$ cat config.mk
export PLATFORM = sky130hd
export DESIGN_NAME = hopfield_recall_sequencer_flat
export DESIGN_NICKNAME = d
export VERILOG_FILES = /design/src/rtl/hopfield_recall_sequencer_if.sv /design/src/rtl/hopfield_recall_sequencer.sv /design/src/flat_wrapper.sv
export SDC_FILE = /design/constraint.sdc
export NUM_CORES = 1
export LEC_CHECK = 0
export CAP_MARGIN = 20
export CORE_MARGIN = 2
export CORE_UTILIZATION = 55
export DETAILED_ROUTE_END_ITERATION = 6
export PLACE_DENSITY = 0.82
export REMOVE_ABC_BUFFERS = 1
export SYNTH_ARGS = -nofsm -noshare
export SYNTH_HDL_FRONTEND = slang
export SYNTH_SLANG_ARGS = --single-unit
$ cat constraint.sdc
create_clock -name clk -period 10.45 [get_ports clk]
set_input_delay 3.135 -clock clk [delete_from_list [all_inputs] [get_ports clk]]
set_output_delay 3.135 -clock clk [all_outputs]
set_load 0.01 [all_outputs]
$ cat src/rtl/hopfield_recall_sequencer_if.sv
// Bundle between the recall sequencer, the network controller and the neuron/weight datapath.
// "slave" is the sequencer's view; "master" is the controller plus datapath side.
interface hopfield_recall_sequencer_if #(
    parameter int N_NEURONS = 16,
    parameter int IDX_W     = 4,
    parameter int W_WIDTH   = 8,
    parameter int SWP_W     = 4
);
    logic                 start;
    logic                 abort;
    logic [N_NEURONS-1:0] state_vec;
    logic                 w_rd_en;
    logic [IDX_W-1:0]     w_row;
    logic [IDX_W-1:0]     w_col;
    logic [W_WIDTH-1:0]   w_data;
    logic                 upd_en;
    logic [IDX_W-1:0]     upd_idx;
    logic                 upd_val;
    logic                 busy;
    logic                 converged;
    logic                 timeout;
    logic [SWP_W-1:0]     sweep_cnt;

    modport slave (
        input  start, abort, state_vec, w_data,
        output w_rd_en, w_row, w_col, upd_en, upd_idx, upd_val,
               busy, converged, timeout, sweep_cnt
    );

    modport master (
        output start, abort, state_vec, w_data,
        input  w_rd_en, w_row, w_col, upd_en, upd_idx, upd_val,
               busy, converged, timeout, sweep_cnt
    );
endinterface

$ cat src/rtl/hopfield_recall_sequencer.sv
// Asynchronous (row-by-row) Hopfield recall: serial MAC of each weight row against the
// live state vector, single-neuron write-back, repeated sweeps until no change or sweep limit.
module hopfield_recall_sequencer #(
    parameter int N_NEURONS  = 16,
    parameter int IDX_W      = 4,
    parameter int W_WIDTH    = 8,
    parameter int ACC_WIDTH  = 16,
    parameter int MAX_SWEEPS = 8,
    parameter int SWP_W      = 4
) (
    input  logic                      clk,
    input  logic                      rst,
    hopfield_recall_sequencer_if.slave bus
);
    typedef enum logic [2:0] {
        S_IDLE   = 3'd0,
        S_FETCH  = 3'd1,
        S_DRAIN  = 3'd2,
        S_UPDATE = 3'd3,
        S_DONE   = 3'd4
    } state_t;

    localparam logic [IDX_W-1:0]     LAST_IDX    = IDX_W'(N_NEURONS - 1);
    localparam logic [IDX_W-1:0]     IDX_ZERO    = {IDX_W{1'b0}};
    localparam logic [IDX_W-1:0]     IDX_ONE     = IDX_W'(1);
    localparam logic [SWP_W-1:0]     SWP_ZERO    = {SWP_W{1'b0}};
    localparam logic [SWP_W-1:0]     SWP_ONE     = SWP_W'(1);
    localparam logic [SWP_W-1:0]     SWEEP_LIMIT = SWP_W'(MAX_SWEEPS);
    localparam logic [ACC_WIDTH-1:0] ACC_ZERO    = {ACC_WIDTH{1'b0}};

    state_t                 state_q;
    logic                   w_rd_en_q;
    logic [IDX_W-1:0]       w_row_q;
    logic [IDX_W-1:0]       w_col_q;
    logic                   rd_vld_q;
    logic [IDX_W-1:0]       col_d_q;
    logic [ACC_WIDTH-1:0]   acc_q;
    logic                   changed_q;
    logic                   upd_en_q;
    logic [IDX_W-1:0]       upd_idx_q;
    logic                   upd_val_q;
    logic                   busy_q;
    logic                   converged_q;
    logic                   timeout_q;
    logic [SWP_W-1:0]       sweep_cnt_q;

    logic [ACC_WIDTH-1:0]   term_s;
    logic [ACC_WIDTH-1:0]   acc_d;
    logic                   upd_val_d;
    logic                   changed_d;
    logic [SWP_W-1:0]       sweep_cnt_d;

    // Accumulate the returning weight (diagonal masked) and pre-decide the neuron's new value.
    always_comb begin
        term_s = ACC_ZERO;
        if (rd_vld_q && (col_d_q != w_row_q)) begin
            term_s = {{(ACC_WIDTH-W_WIDTH){bus.w_data[W_WIDTH-1]}}, bus.w_data};
        end else begin
            term_s = ACC_ZERO;
        end
        if (bus.state_vec[col_d_q]) begin
            acc_d = acc_q + term_s;
        end else begin
            acc_d = acc_q - term_s;
        end
        if (acc_d == ACC_ZERO) begin
            upd_val_d = bus.state_vec[w_row_q];
        end else begin
            upd_val_d = ~acc_d[ACC_WIDTH-1];
        end
        changed_d   = changed_q | (upd_val_d != bus.state_vec[w_row_q]);
        sweep_cnt_d = sweep_cnt_q + SWP_ONE;
    end

    // Recall FSM; w_row/w_col double as the row and column counters.
    always_ff @(posedge clk) begin
        if (rst) begin
            state_q     <= S_IDLE;
            w_rd_en_q   <= 1'b0;
            w_row_q     <= IDX_ZERO;
            w_col_q     <= IDX_ZERO;
            rd_vld_q    <= 1'b0;
            col_d_q     <= IDX_ZERO;
            acc_q       <= ACC_ZERO;
            changed_q   <= 1'b0;
            upd_en_q    <= 1'b0;
            upd_idx_q   <= IDX_ZERO;
            upd_val_q   <= 1'b0;
            busy_q      <= 1'b0;
            converged_q <= 1'b0;
            timeout_q   <= 1'b0;
            sweep_cnt_q <= SWP_ZERO;
        end else begin
            rd_vld_q <= w_rd_en_q;
            col_d_q  <= w_col_q;
            if (bus.abort && (state_q != S_IDLE)) begin
                state_q     <= S_IDLE;
                w_rd_en_q   <= 1'b0;
                upd_en_q    <= 1'b0;
                busy_q      <= 1'b0;
                converged_q <= 1'b0;
                timeout_q   <= 1'b0;
            end else begin
                case (state_q)
                    S_IDLE, S_DONE: begin
                        if (bus.start) begin
                            state_q     <= S_FETCH;
                            w_rd_en_q   <= 1'b1;
                            w_row_q     <= IDX_ZERO;
                            w_col_q     <= IDX_ZERO;
                            acc_q       <= ACC_ZERO;
                            changed_q   <= 1'b0;
                            sweep_cnt_q <= SWP_ZERO;
                            busy_q      <= 1'b1;
                            converged_q <= 1'b0;
                            timeout_q   <= 1'b0;
                        end
                    end
                    S_FETCH: begin
                        acc_q <= acc_d;
                        if (w_col_q == LAST_IDX) begin
                            state_q   <= S_DRAIN;
                            w_rd_en_q <= 1'b0;
                        end else begin
                            w_col_q <= w_col_q + IDX_ONE;
                        end
                    end
                    S_DRAIN: begin
                        acc_q     <= acc_d;
                        state_q   <= S_UPDATE;
                        upd_en_q  <= 1'b1;
                        upd_idx_q <= w_row_q;
                        upd_val_q <= upd_val_d;
                        changed_q <= changed_d;
                    end
                    S_UPDATE: begin
                        upd_en_q <= 1'b0;
                        if (w_row_q != LAST_IDX) begin
                            state_q   <= S_FETCH;
                            w_rd_en_q <= 1'b1;
                            w_row_q   <= w_row_q + IDX_ONE;
                            w_col_q   <= IDX_ZERO;
                            acc_q     <= ACC_ZERO;
                        end else begin
                            sweep_cnt_q <= sweep_cnt_d;
                            if (!changed_q) begin
                                state_q     <= S_DONE;
                                busy_q      <= 1'b0;
                                converged_q <= 1'b1;
                            end else if (sweep_cnt_d == SWEEP_LIMIT) begin
                                state_q   <= S_DONE;
                                busy_q    <= 1'b0;
                                timeout_q <= 1'b1;
                            end else begin
                                state_q   <= S_FETCH;
                                w_rd_en_q <= 1'b1;
                                w_row_q   <= IDX_ZERO;
                                w_col_q   <= IDX_ZERO;
                                acc_q     <= ACC_ZERO;
                                changed_q <= 1'b0;
                            end
                        end
                    end
                    default: begin
                        state_q   <= S_IDLE;
                        w_rd_en_q <= 1'b0;
                        upd_en_q  <= 1'b0;
                        busy_q    <= 1'b0;
                    end
                endcase
            end
        end
    end

    assign bus.w_rd_en   = w_rd_en_q;
    assign bus.w_row     = w_row_q;
    assign bus.w_col     = w_col_q;
    // An abort landing on the UPDATE cycle must kill the write in that same cycle.
    assign bus.upd_en    = upd_en_q & ~bus.abort;
    assign bus.upd_idx   = upd_idx_q;
    assign bus.upd_val   = upd_val_q;
    assign bus.busy      = busy_q;
    assign bus.converged = converged_q;
    assign bus.timeout   = timeout_q;
    assign bus.sweep_cnt = sweep_cnt_q;
endmodule

$ cat src/flat_wrapper.sv
// flat-port wrapper written by rule: the top's interface ports become plain ports
module hopfield_recall_sequencer_flat 
#(
    parameter int N_NEURONS  = 16,
    parameter int IDX_W      = 4,
    parameter int W_WIDTH    = 8,
    parameter int ACC_WIDTH  = 16,
    parameter int MAX_SWEEPS = 8,
    parameter int SWP_W      = 4
)
  (clk, rst, bus_start, bus_abort, bus_state_vec, bus_w_data, bus_w_rd_en, bus_w_row, bus_w_col, bus_upd_en, bus_upd_idx, bus_upd_val, bus_busy, bus_converged, bus_timeout, bus_sweep_cnt);
  hopfield_recall_sequencer_if #(.N_NEURONS(N_NEURONS), .IDX_W(IDX_W), .W_WIDTH(W_WIDTH), .SWP_W(SWP_W)) bus_i ();
  input  logic clk;
  input  logic rst;
  input wire logic [$bits(bus_i.start)-1:0] bus_start;
  input wire logic [$bits(bus_i.abort)-1:0] bus_abort;
  input wire logic [$bits(bus_i.state_vec)-1:0] bus_state_vec;
  input wire logic [$bits(bus_i.w_data)-1:0] bus_w_data;
  output wire logic [$bits(bus_i.w_rd_en)-1:0] bus_w_rd_en;
  output wire logic [$bits(bus_i.w_row)-1:0] bus_w_row;
  output wire logic [$bits(bus_i.w_col)-1:0] bus_w_col;
  output wire logic [$bits(bus_i.upd_en)-1:0] bus_upd_en;
  output wire logic [$bits(bus_i.upd_idx)-1:0] bus_upd_idx;
  output wire logic [$bits(bus_i.upd_val)-1:0] bus_upd_val;
  output wire logic [$bits(bus_i.busy)-1:0] bus_busy;
  output wire logic [$bits(bus_i.converged)-1:0] bus_converged;
  output wire logic [$bits(bus_i.timeout)-1:0] bus_timeout;
  output wire logic [$bits(bus_i.sweep_cnt)-1:0] bus_sweep_cnt;
  assign bus_i.start = bus_start;
  assign bus_i.abort = bus_abort;
  assign bus_i.state_vec = bus_state_vec;
  assign bus_i.w_data = bus_w_data;
  assign bus_w_rd_en = bus_i.w_rd_en;
  assign bus_w_row = bus_i.w_row;
  assign bus_w_col = bus_i.w_col;
  assign bus_upd_en = bus_i.upd_en;
  assign bus_upd_idx = bus_i.upd_idx;
  assign bus_upd_val = bus_i.upd_val;
  assign bus_busy = bus_i.busy;
  assign bus_converged = bus_i.converged;
  assign bus_timeout = bus_i.timeout;
  assign bus_sweep_cnt = bus_i.sweep_cnt;
  hopfield_recall_sequencer #(.N_NEURONS(N_NEURONS), .IDX_W(IDX_W), .W_WIDTH(W_WIDTH), .ACC_WIDTH(ACC_WIDTH), .MAX_SWEEPS(MAX_SWEEPS), .SWP_W(SWP_W)) u_core (.clk(clk), .rst(rst), .bus(bus_i));
endmodule
==> impl_metrics.tcl <==
set metrics [dict create \
    outcome "finished, final reports clean" \
    fin_util_pct 66.64 \
    fin_skew_ns 0.006652 \
    syn_inst 416 \
    die_w_um 81.32 \
    ys_types 52 \
    drv_cap 0 \
    num_vias 3185 \
    ys_seq_area_share_pct 28.61 \
    coreArea_um2 5851 \
    reg2reg_depth 18 \
    yosysWarningCount 0 \
    io_pins 50 \
    worstSetupPathType "input pin to flop" \
    wirelength_mm 7.890 \
    cts_sinks 47 \
    path_cells "clkdlybuf4s50_1 -> mux4_2 -> mux4_2 -> a31oi_1 -> nor2_1 -> a311oi_1 -> ha_1 -> a21oi_1 -> o21ai_1 -> a211o_1 -> a21oi_1 -> mux2i_1 -> or4_1 -> o41ai_2 -> or4_1 -> nand3_1" \
    synth_top_area_cell "dfxtp_1" \
    area_delta_synth_final_pct 18.57 \
    grt.overflow.total 0 \
    layout-drive-gt1-share_pct 4.615 \
    n_antenna_cell 0 \
    synth_most_common_cell "nor2_1" \
    setup_viol 0 \
    netlist_area_um2 3288 \
    synth_top_cell_area_share_pct 28.61 \
    num_rows 28 \
    synth-edff-count 0 \
    ctsRootBufferMaster "clkbuf_8" \
    synth-seq-cells 47 \
    cts_buffers 5 \
    cts_max_level 2 \
    cp_max_fo 12 \
    startpoint_type "input pin" \
    timing.fmax_mhz 130.4 \
    synth.avg_cell_area_um2 7.904 \
    hpwl_mm 5.910 \
    cp_slowest_cell "mux4_2" \
    grt_pass1_vias 2825 \
    async_reset_ff_share_pct 0 \
    clk_latency_ns 0.31 \
    grt_antenna_before_repair 0 \
    ir_drop_mv 0.06644 \
    clockBufferDepth 2 \
    leakage_nw 1.585 \
    rsz0062_at_grt "false" \
    drt_pass1_iterations 5 \
    groute.usage.overall_pct 25.04 \
    post_cts_buffers 0 \
    cts_tree "yes" \
    detail_route.wl_per_cell_um 14.89 \
    ctsResizeCount 0 \
    hold_class "flop to flop" \
    cp-endpoint "u_core.changed_q" \
    synthTopCellsByArea "dfxtp_1 29%, nor2_1 7.6%, ha_1 7.6%" \
    ctsHoldBuffers 0 \
    worst_slew_pin_slew_ns 0.7354 \
    r2r_end "u_core.changed_q" \
    hold_viol_final 0 \
    r2r_slack_ns 5.38 \
    synthTopCellsByCount "67 x nor2_1, 47 x dfxtp_1, 34 x nand2_1" \
    start_util_pct 56.20 \
    gp_congestion 0.8926 \
    tns_ns 0 \
    detail-route-antenna-nets 0 \
    relSlewSlack_pct 50.33 \
    grt_pass1_wl_mm 13.10 \
    worstPathRequired_ns 10.65 \
    crit_arrival_ns 7.87 \
    drc 0 \
    drt_iter0_drc 291 \
    die_y_um 81.32 \
    grt_max_degree 43 \
    dieArea_um2 6613 \
    drv_slew 0 \
    via_per_inst 6.009 \
    worstReg2RegStart "u_core.bus.w_row[0]" \
    power.density_nw_per_um2 90.03 \
    critPathLaunch "bus_state_vec[15]" \
    finalCriticalPeriod_ns 7.670 \
    cts.clk_slew.worst_paths_ns 0.09 \
    io_buffers 49 \
    max_stage_delay_ns 0.62 \
    period_share_pct 73.40 \
    synth_top_flop_cell "dfxtp_1" \
    worstSetupEndpointType "flop" \
    finish.net_count 503 \
]
per-layer routing:
metal | global-route usage, % | up-vias | wire length, um | part of all wire (%)
met4 | 7.119 | 0 | 115 | 1.5
li1 | - | 1580 | - | -
met3 | 3.667 | 14 | 342 | 4.3
met1 | 33.24 | 1504 | 3590 | 46
met5 | 0 | - | 0 | 0
met2 | 42.21 | 87 | 3841 | 49
layout by cell type, fill, tap and decap left out, drive strengths merged, types with 9 or more instances in the layout:
| cell type | instances |
|---|---|
| nor2 | 67 |
| clkdlybuf4s50 | 49 |
| dfxtp | 47 |
| nand2 | 34 |
| a21oi | 33 |
| ha | 20 |
| o21ai | 20 |
| inv | 18 |
| nor3 | 17 |
| a22oi | 14 |
| nand3 | 13 |
| xor2 | 12 |
| xnor2 | 10 |
| mux2i | 10 |
| mux4 | 9 |
how the worst min path moves through the flow:
stage / startpoint / end / slack, ns / cells past startpoint
4_1_cts: u_core.bus.converged / u_core.bus.converged / 0.49 / 2
2_1_floorplan: u_core.acc_q[5] / u_core.acc_q[5] / 0.46 / 2
5_1_grt: u_core.bus.w_rd_en / u_core.rd_vld_q / 0.52 / 1
3_5_place_dp: u_core.bus.converged / u_core.bus.converged / 0.47 / 2
6_report: u_core.bus.converged / u_core.bus.converged / 0.48 / 2
3_3_place_gp: u_core.bus.timeout / u_core.bus.timeout / 0.46 / 2
per-stage QoR:
stage	setup slack (ns)	hold WS [ns]	cells	total power, mW	instance area [um^2]
4_1_cts	2.825	0.4906	530	0.3507	3899
6_report	2.780	0.4838	530	0.3510	3899
2_1_floorplan	3.519	0.4578	395	0.2174	3207
3_3_place_gp	2.633	0.4560	522	0.2420	3814
3_5_place_dp	2.525	0.4684	522	0.2431	3814
5_1_grt	2.534	0.5236	530	0.3647	3899
final cells by class:
| cell class | count | area, um^2 |
|---|---|---|
| well taps | 75 | 93.84 |
| flip-flops and latches | 47 | 940.9 |
| repair buffers | 52 | 513.0 |
| clock inverters | 2 | 12.51 |
| inverters | 19 | 71.32 |
| multi-input cells | 329 | 2195 |
| clock buffers | 6 | 72.57 |
| fillers | 502 | 1952 |
flip-flops by register name, summed over array words and instances (netlist names):
register / cells
u_core.bus.timeout: 1
u_core.state_q: 3
u_core.rd_vld_q: 1
u_core.changed_q: 1
u_core.col_d_q: 4
u_core.acc_q: 16
u_core.upd_en_q: 1
u_core.bus.w_rd_en: 1
u_core.bus.upd_idx: 4
u_core.bus.upd_val: 1
u_core.bus.converged: 1
u_core.bus.w_row: 4
u_core.bus.sweep_cnt: 4
u_core.bus.busy: 1
u_core.bus.w_col: 4
kinds of logic (layout without fill, tap and decap cells):
logic type / count (synthesis) / in the layout / synth area share [%]
AOI/OAI and AO/OA: 103 / 103 / 20.55
buffers and inverters: 40 / 79 / 4.642
DFF: 47 / 47 / 28.61
adders and majority gates: 21 / 21 / 8.219
and+or+nand+nor: 164 / 164 / 22.91
muxes: 19 / 19 / 9.209
xor gates and xnor gates: 22 / 22 / 5.860
worst max-delay path: cells and delay by family:
kind,cells,cell delay [ns]
muxes,3,1.25
AOI/OAI and AO/OA,7,1.97
and+or+nand+nor,4,0.74
adders and majority gates,1,0.37
buffers and inverters,1,0.41
report_power, final:
part	internal, mW	switching [mW]
Combinational	0.0268	0.0279
Sequential	0.181	0.00370
Clock	0.0469	0.0644
Total	0.255	0.0960
Power figures use the tool's default switching activity.
==> RTL edit 1: new RTL, config.mk and constraints unchanged <==
Re-encode `state_t` (5 states) as one-hot, 5 bits wide.
--- a/src/rtl/hopfield_recall_sequencer.sv
+++ b/src/rtl/hopfield_recall_sequencer.sv
@@ -12,12 +12,12 @@
     input  logic                      rst,
     hopfield_recall_sequencer_if.slave bus
 );
-    typedef enum logic [2:0] {
-        S_IDLE   = 3'd0,
-        S_FETCH  = 3'd1,
-        S_DRAIN  = 3'd2,
-        S_UPDATE = 3'd3,
-        S_DONE   = 3'd4
+    typedef enum logic [4:0] {
+        S_IDLE   = 5'b00001,
+        S_FETCH  = 5'b00010,
+        S_DRAIN  = 5'b00100,
+        S_UPDATE = 5'b01000,
+        S_DONE   = 5'b10000
     } state_t;
 
     localparam logic [IDX_W-1:0]     LAST_IDX    = IDX_W'(N_NEURONS - 1);
Function: same outputs for any inputs over 10 cycles, from zero or initial values and one cycle with rst high; not proved beyond that.
==> RTL edit 1 against the unedited design <==
Register-to-register slack improved by 0.23 ns. Area after synthesis rose by 4.3%. Via count rose by 2.7%. Sequential cell count rose by 2. Cell area rose by 3.6%. Final cell count rose by 0.75%. Worst setup slack improved by 0.24 ns. Routed wire length rose by 7.3%. Clock skew rose by 0.0042 ns.
Power is not compared: it rests on default switching activity, and its combinational part moved more than twofold at a synthesized area within 25%.
==> RTL edit 1: results (changes against the unedited design) <==
- Total track usage: 24.3% (was 25.0%)
- First-pass GRT wire length: 14100 µm (was 13100 µm)
- Dpl cells: 526 (was 522)
- Setup bufs post-CTS: 0 (unchanged)
- Fin crit share: 71.1% (was 73.4%)
- Vias in the first global route: 3170 (was 2825)
- DP Worst Slack: 2.72 ns (was 2.53 ns)
- Hold Crit Class: reg -> reg (unchanged)
- Final GP Congestion: 0.896 (was 0.893)
- Cell Area, Placed: 3950 µm² (was 3810 µm²)
- Worst Skew: 0.0109 ns (was 0.00665 ns)
- Sw Share: roughly a third
- Critical path arrival: 7.66 ns (was 7.87 ns)
- Vias post-DR: 3270 (was 3185)
- H-tree levels: 2 (unchanged)
- DP Wirelength: 6560 µm (was 5910 µm)
- Fin nets: 507 (was 503)
- DR iter-0 viols: 135 (was 291)
- CP max FO: 11 (was 12)
- Hold WS: 0.485 ns (was 0.484 ns)
- Outcome: completed (unchanged)
- Largest net degree at the start of global routing: 41 (was 43)
- Routed WL: 8460 µm (was 7890 µm)
- Multi-input gate area: 2320 µm² (was 2190 µm²)
- Filler instances: 535 (was 502)
- Post-synthesis cell type count: 55 (was 52)
- Slew headroom: 45.3% (was 50.3%)
- Top cells by area, synth: dfxtp_1, ha_1, nor2_1, mux4_2, a21oi_1 (was dfxtp_1, nor2_1, ha_1, mux4_2, a21oi_1)
- TritonRoute pass-1 iters: 4 (was 5)
- Syn_area_per_cell: 8.19 µm² (was 7.90 µm²)
- PD cells: about 110 nW/µm²
- Synth warnings: 0 (unchanged)
- Commonest cells post-synth: nor2_1, dfxtp_1, nand2_1, a21oi_1, ha_1 (unchanged)
- Drt wl/cell: 15.9 µm (was 14.9 µm)
- Layout cell share with drive strength beyond 1: 5.88% (was 4.62%)
- R2R setup slack: 5.61 ns (was 5.38 ns)
- Register area share after synthesis: 28.6% (about the same)
==> RTL edit 1: final timing paths <==
path                             from                to  cells past startpoint
setup / recovery     bus_state_vec[3]  u_core.changed_q                     16
hold reg to reg       u_core.upd_en_q   u_core.upd_en_q                      2
hold / removal        u_core.upd_en_q   u_core.upd_en_q                      2
setup reg to reg  u_core.bus.w_row[0]  u_core.changed_q                     17
==> RTL edit 1: cell type report <==
cell class | instances | share of cell area, %
Clock buffer | 5 | 1.70
Clock inverter | 3 | 0.527
Inverter | 15 | 1.39
Multi-Input combinational cell | 337 | 57.4
Sequential cell | 49 | 24.3
Tap cell | 75 | 2.32
Timing Repair Buffer | 50 | 12.3
==> RTL edit 1: layer usage <==
metal	GRT usage [%]	vias to the layer above	part of all wire [%]
li1	-	1623	-
met2	42.3	78	50
met5	0	-	0
met4	9.24	0	2.6
met3	4.08	22	3.6
met1	29.8	1547	44
==> RTL edit 1: cells by family after synthesis <==
family                     Yosys count  synth area share, %
adders and majority gates           21                 7.88
DFF                                 49                 28.6
AOI/OAI and AO/OA                   98                 20.1
and+or+nand+nor                    180                 25.5
xor gates and xnor gates            19                 4.85
muxes                               19                 9.23
buffers and inverters               33                 3.79
==> RTL edit 1: worst max-delay path, stage by stage <==
cell,delay (ns)
clkdlybuf4s50_1,0.43
mux4_2,0.47
mux4_2,0.60
a21oi_1,0.21
nor2_1,0.06
a311oi_1,0.28
ha_1,0.36
a21o_1,0.25
a31o_2,0.26
o2111ai_2,0.26
a21oi_1,0.11
or3_1,0.38
xnor2_1,0.29
a41oi_2,0.19
xnor2_1,0.18
o31ai_1,0.19
==> RTL edit 2: new RTL, config.mk and constraints unchanged <==
Made on the original files. `W_WIDTH` is set to 8 in 3 places; all go to 6.
--- a/src/rtl/hopfield_recall_sequencer_if.sv
+++ b/src/rtl/hopfield_recall_sequencer_if.sv
@@ -3,7 +3,7 @@
 interface hopfield_recall_sequencer_if #(
     parameter int N_NEURONS = 16,
     parameter int IDX_W     = 4,
-    parameter int W_WIDTH   = 8,
+    parameter int W_WIDTH   = 6,
     parameter int SWP_W     = 4
 );
     logic                 start;
--- a/src/rtl/hopfield_recall_sequencer.sv
+++ b/src/rtl/hopfield_recall_sequencer.sv
@@ -3,7 +3,7 @@
 module hopfield_recall_sequencer #(
     parameter int N_NEURONS  = 16,
     parameter int IDX_W      = 4,
-    parameter int W_WIDTH    = 8,
+    parameter int W_WIDTH    = 6,
     parameter int ACC_WIDTH  = 16,
     parameter int MAX_SWEEPS = 8,
     parameter int SWP_W      = 4
--- a/src/flat_wrapper.sv
+++ b/src/flat_wrapper.sv
@@ -3,7 +3,7 @@
 #(
     parameter int N_NEURONS  = 16,
     parameter int IDX_W      = 4,
-    parameter int W_WIDTH    = 8,
+    parameter int W_WIDTH    = 6,
     parameter int ACC_WIDTH  = 16,
     parameter int MAX_SWEEPS = 8,
     parameter int SWP_W      = 4
Interface: changed (resized bus_w_data); port bits go from 50 to 48. The function was not compared with the original's and may differ.
==> RTL edit 2 against the unedited design <==
Routed wire length increased by 9.9%. Area after synthesis grew 2.2%. Sequential cell count unchanged. Cell area up 2.2%. Worst setup slack gained 0.067 ns. Maximum frequency increased by 0.89%. Synthesized cell count increased by 1.7%. Combinational power shrank 3%. Total power rose by 7.4%.
==> RTL edit 2: results (changes against the unedited design) <==
- Outcome: completed (unchanged)
- Vias per cell: 6.27 (was 6.01)
- Synth Area in Compound Gates: 23.8% (was 20.5%)
- Worst Skew: 0.00442 ns (was 0.00665 ns)
- Cell Area, Placed: 3870 µm² (was 3810 µm²)
- Seq. pwr: 185 µW (about the same)
- Top cells by area, synth: dfxtp_1, ha_1, mux4_2, a21oi_1, nor2_1 (was dfxtp_1, nor2_1, ha_1, mux4_2, a21oi_1)
- Comb group: 53.2 µW (was 54.6 µW)
- Grt met3 use: 5.33% (was 3.67%)
- Leakage: 1.54 nW (was 1.59 nW)
- Post-Synth Adder-Cell Area: 8.79% (was 8.22%)
- Filler instances: 470 (was 502)
- Post-synthesis cell type count: 55 (was 52)
- Dpl cells: 528 (was 522)
- Worst setup path startpoint: bus_abort (was bus_state_vec[15])
- Hold_sp: u_core.bus.upd_idx[2] (was u_core.bus.converged)
- Largest net degree at the start of global routing: 44 (was 43)
- First-pass GRT wire length: 14400 µm (was 13100 µm)
- Family with the most delay on the worst path: buffers and inverters (was compound AO/OA/AOI/OAI gates)
- Met3 routed WL: 562 µm (was 342 µm)
- Finished Layout Cells: 536 (was 530)
- Worst vdd ir: 0.0000738 V (was 0.0000664 V)
- Register area share after synthesis: 28.0% (was 28.6%)
- Layout cell share with drive strength beyond 1: 5.42% (was 4.62%)
- PortBufs: 47 (was 49)
- Routed met2 length: 4300 µm (was 3840 µm)
- Proportion of synthesized area in mux cells: 6.33% (was 9.21%)
- Setup bufs post-CTS: 0 (unchanged)
- Slowest CP cell: clkdlybuf4s50_1 (was mux4_2)
- Fin nets: 509 (was 503)
- Post-Synth XOR/XNOR Area: 5.44% (was 5.86%)
- DP Worst Slack: 2.61 ns (was 2.53 ns)
- Crit Path Class: in -> out (was in -> reg)
- Routing usage on met2: 46.5% (was 42.2%)
- P_int: 279 µW (was 255 µW)
- DR iter-0 viols: 296 (was 291)
- Cell count after synthesis: 423 (was 416)
- Final GP Congestion: 0.929 (was 0.893)
- Critical path arrival: 4.47 ns (was 7.87 ns)
- Routed WL: 8670 µm (was 7890 µm)
- Vias in the first global route: 3195 (was 2825)
- Synth warnings: 0 (unchanged)
- CP peak stage delay: 0.60 ns (was 0.62 ns)
- Commonest cells post-synth: dfxtp_1, nor2_1, nand2_1, a21oi_1, ha_1 (was nor2_1, dfxtp_1, nand2_1, a21oi_1, ha_1)
- Global Route met1 Usage: 35.0% (was 33.2%)
- Largest register FFs: 16 (unchanged)
- DP Wirelength: 6470 µm (was 5910 µm)
- CP max FO: 10 (was 12)
- Reg2Reg Launch Point: u_core.bus.w_row[0] (unchanged)
[RTL edit 2: cell types whose count changed after synthesis, sizes merged, moves of 3 or more]
cell    delta
nand2      +8
or3        +3
nor2      -20
mux2i      -9
a31oi      +3
a211oi     +6
and3       +3
o311ai     +4
a21oi      +4
[RTL edit 2: cell type report]
cell class / count / area [µm²] / area share [%]
clock inverters: 3 / 46.3 / 1.16
well taps: 75 / 93.8 / 2.35
inverters: 19 / 71.3 / 1.79
multi-input cells: 337 / 2270 / 57.0
repair buffers: 50 / 493 / 12.4
flip-flops and latches: 47 / 941 / 23.6
clock buffers: 5 / 68.8 / 1.73
[RTL edit 2: path summary, 6_finish.rpt]
path                                         endpoint  slack, ns  depth (start not counted)
worst min-delay path            u_core.bus.upd_idx[2]       0.46                          2
worst min register to register  u_core.bus.upd_idx[2]       0.46                          2
worst max-delay path                       bus_upd_en       2.85                          3
worst max register to register       u_core.changed_q       5.43                         16
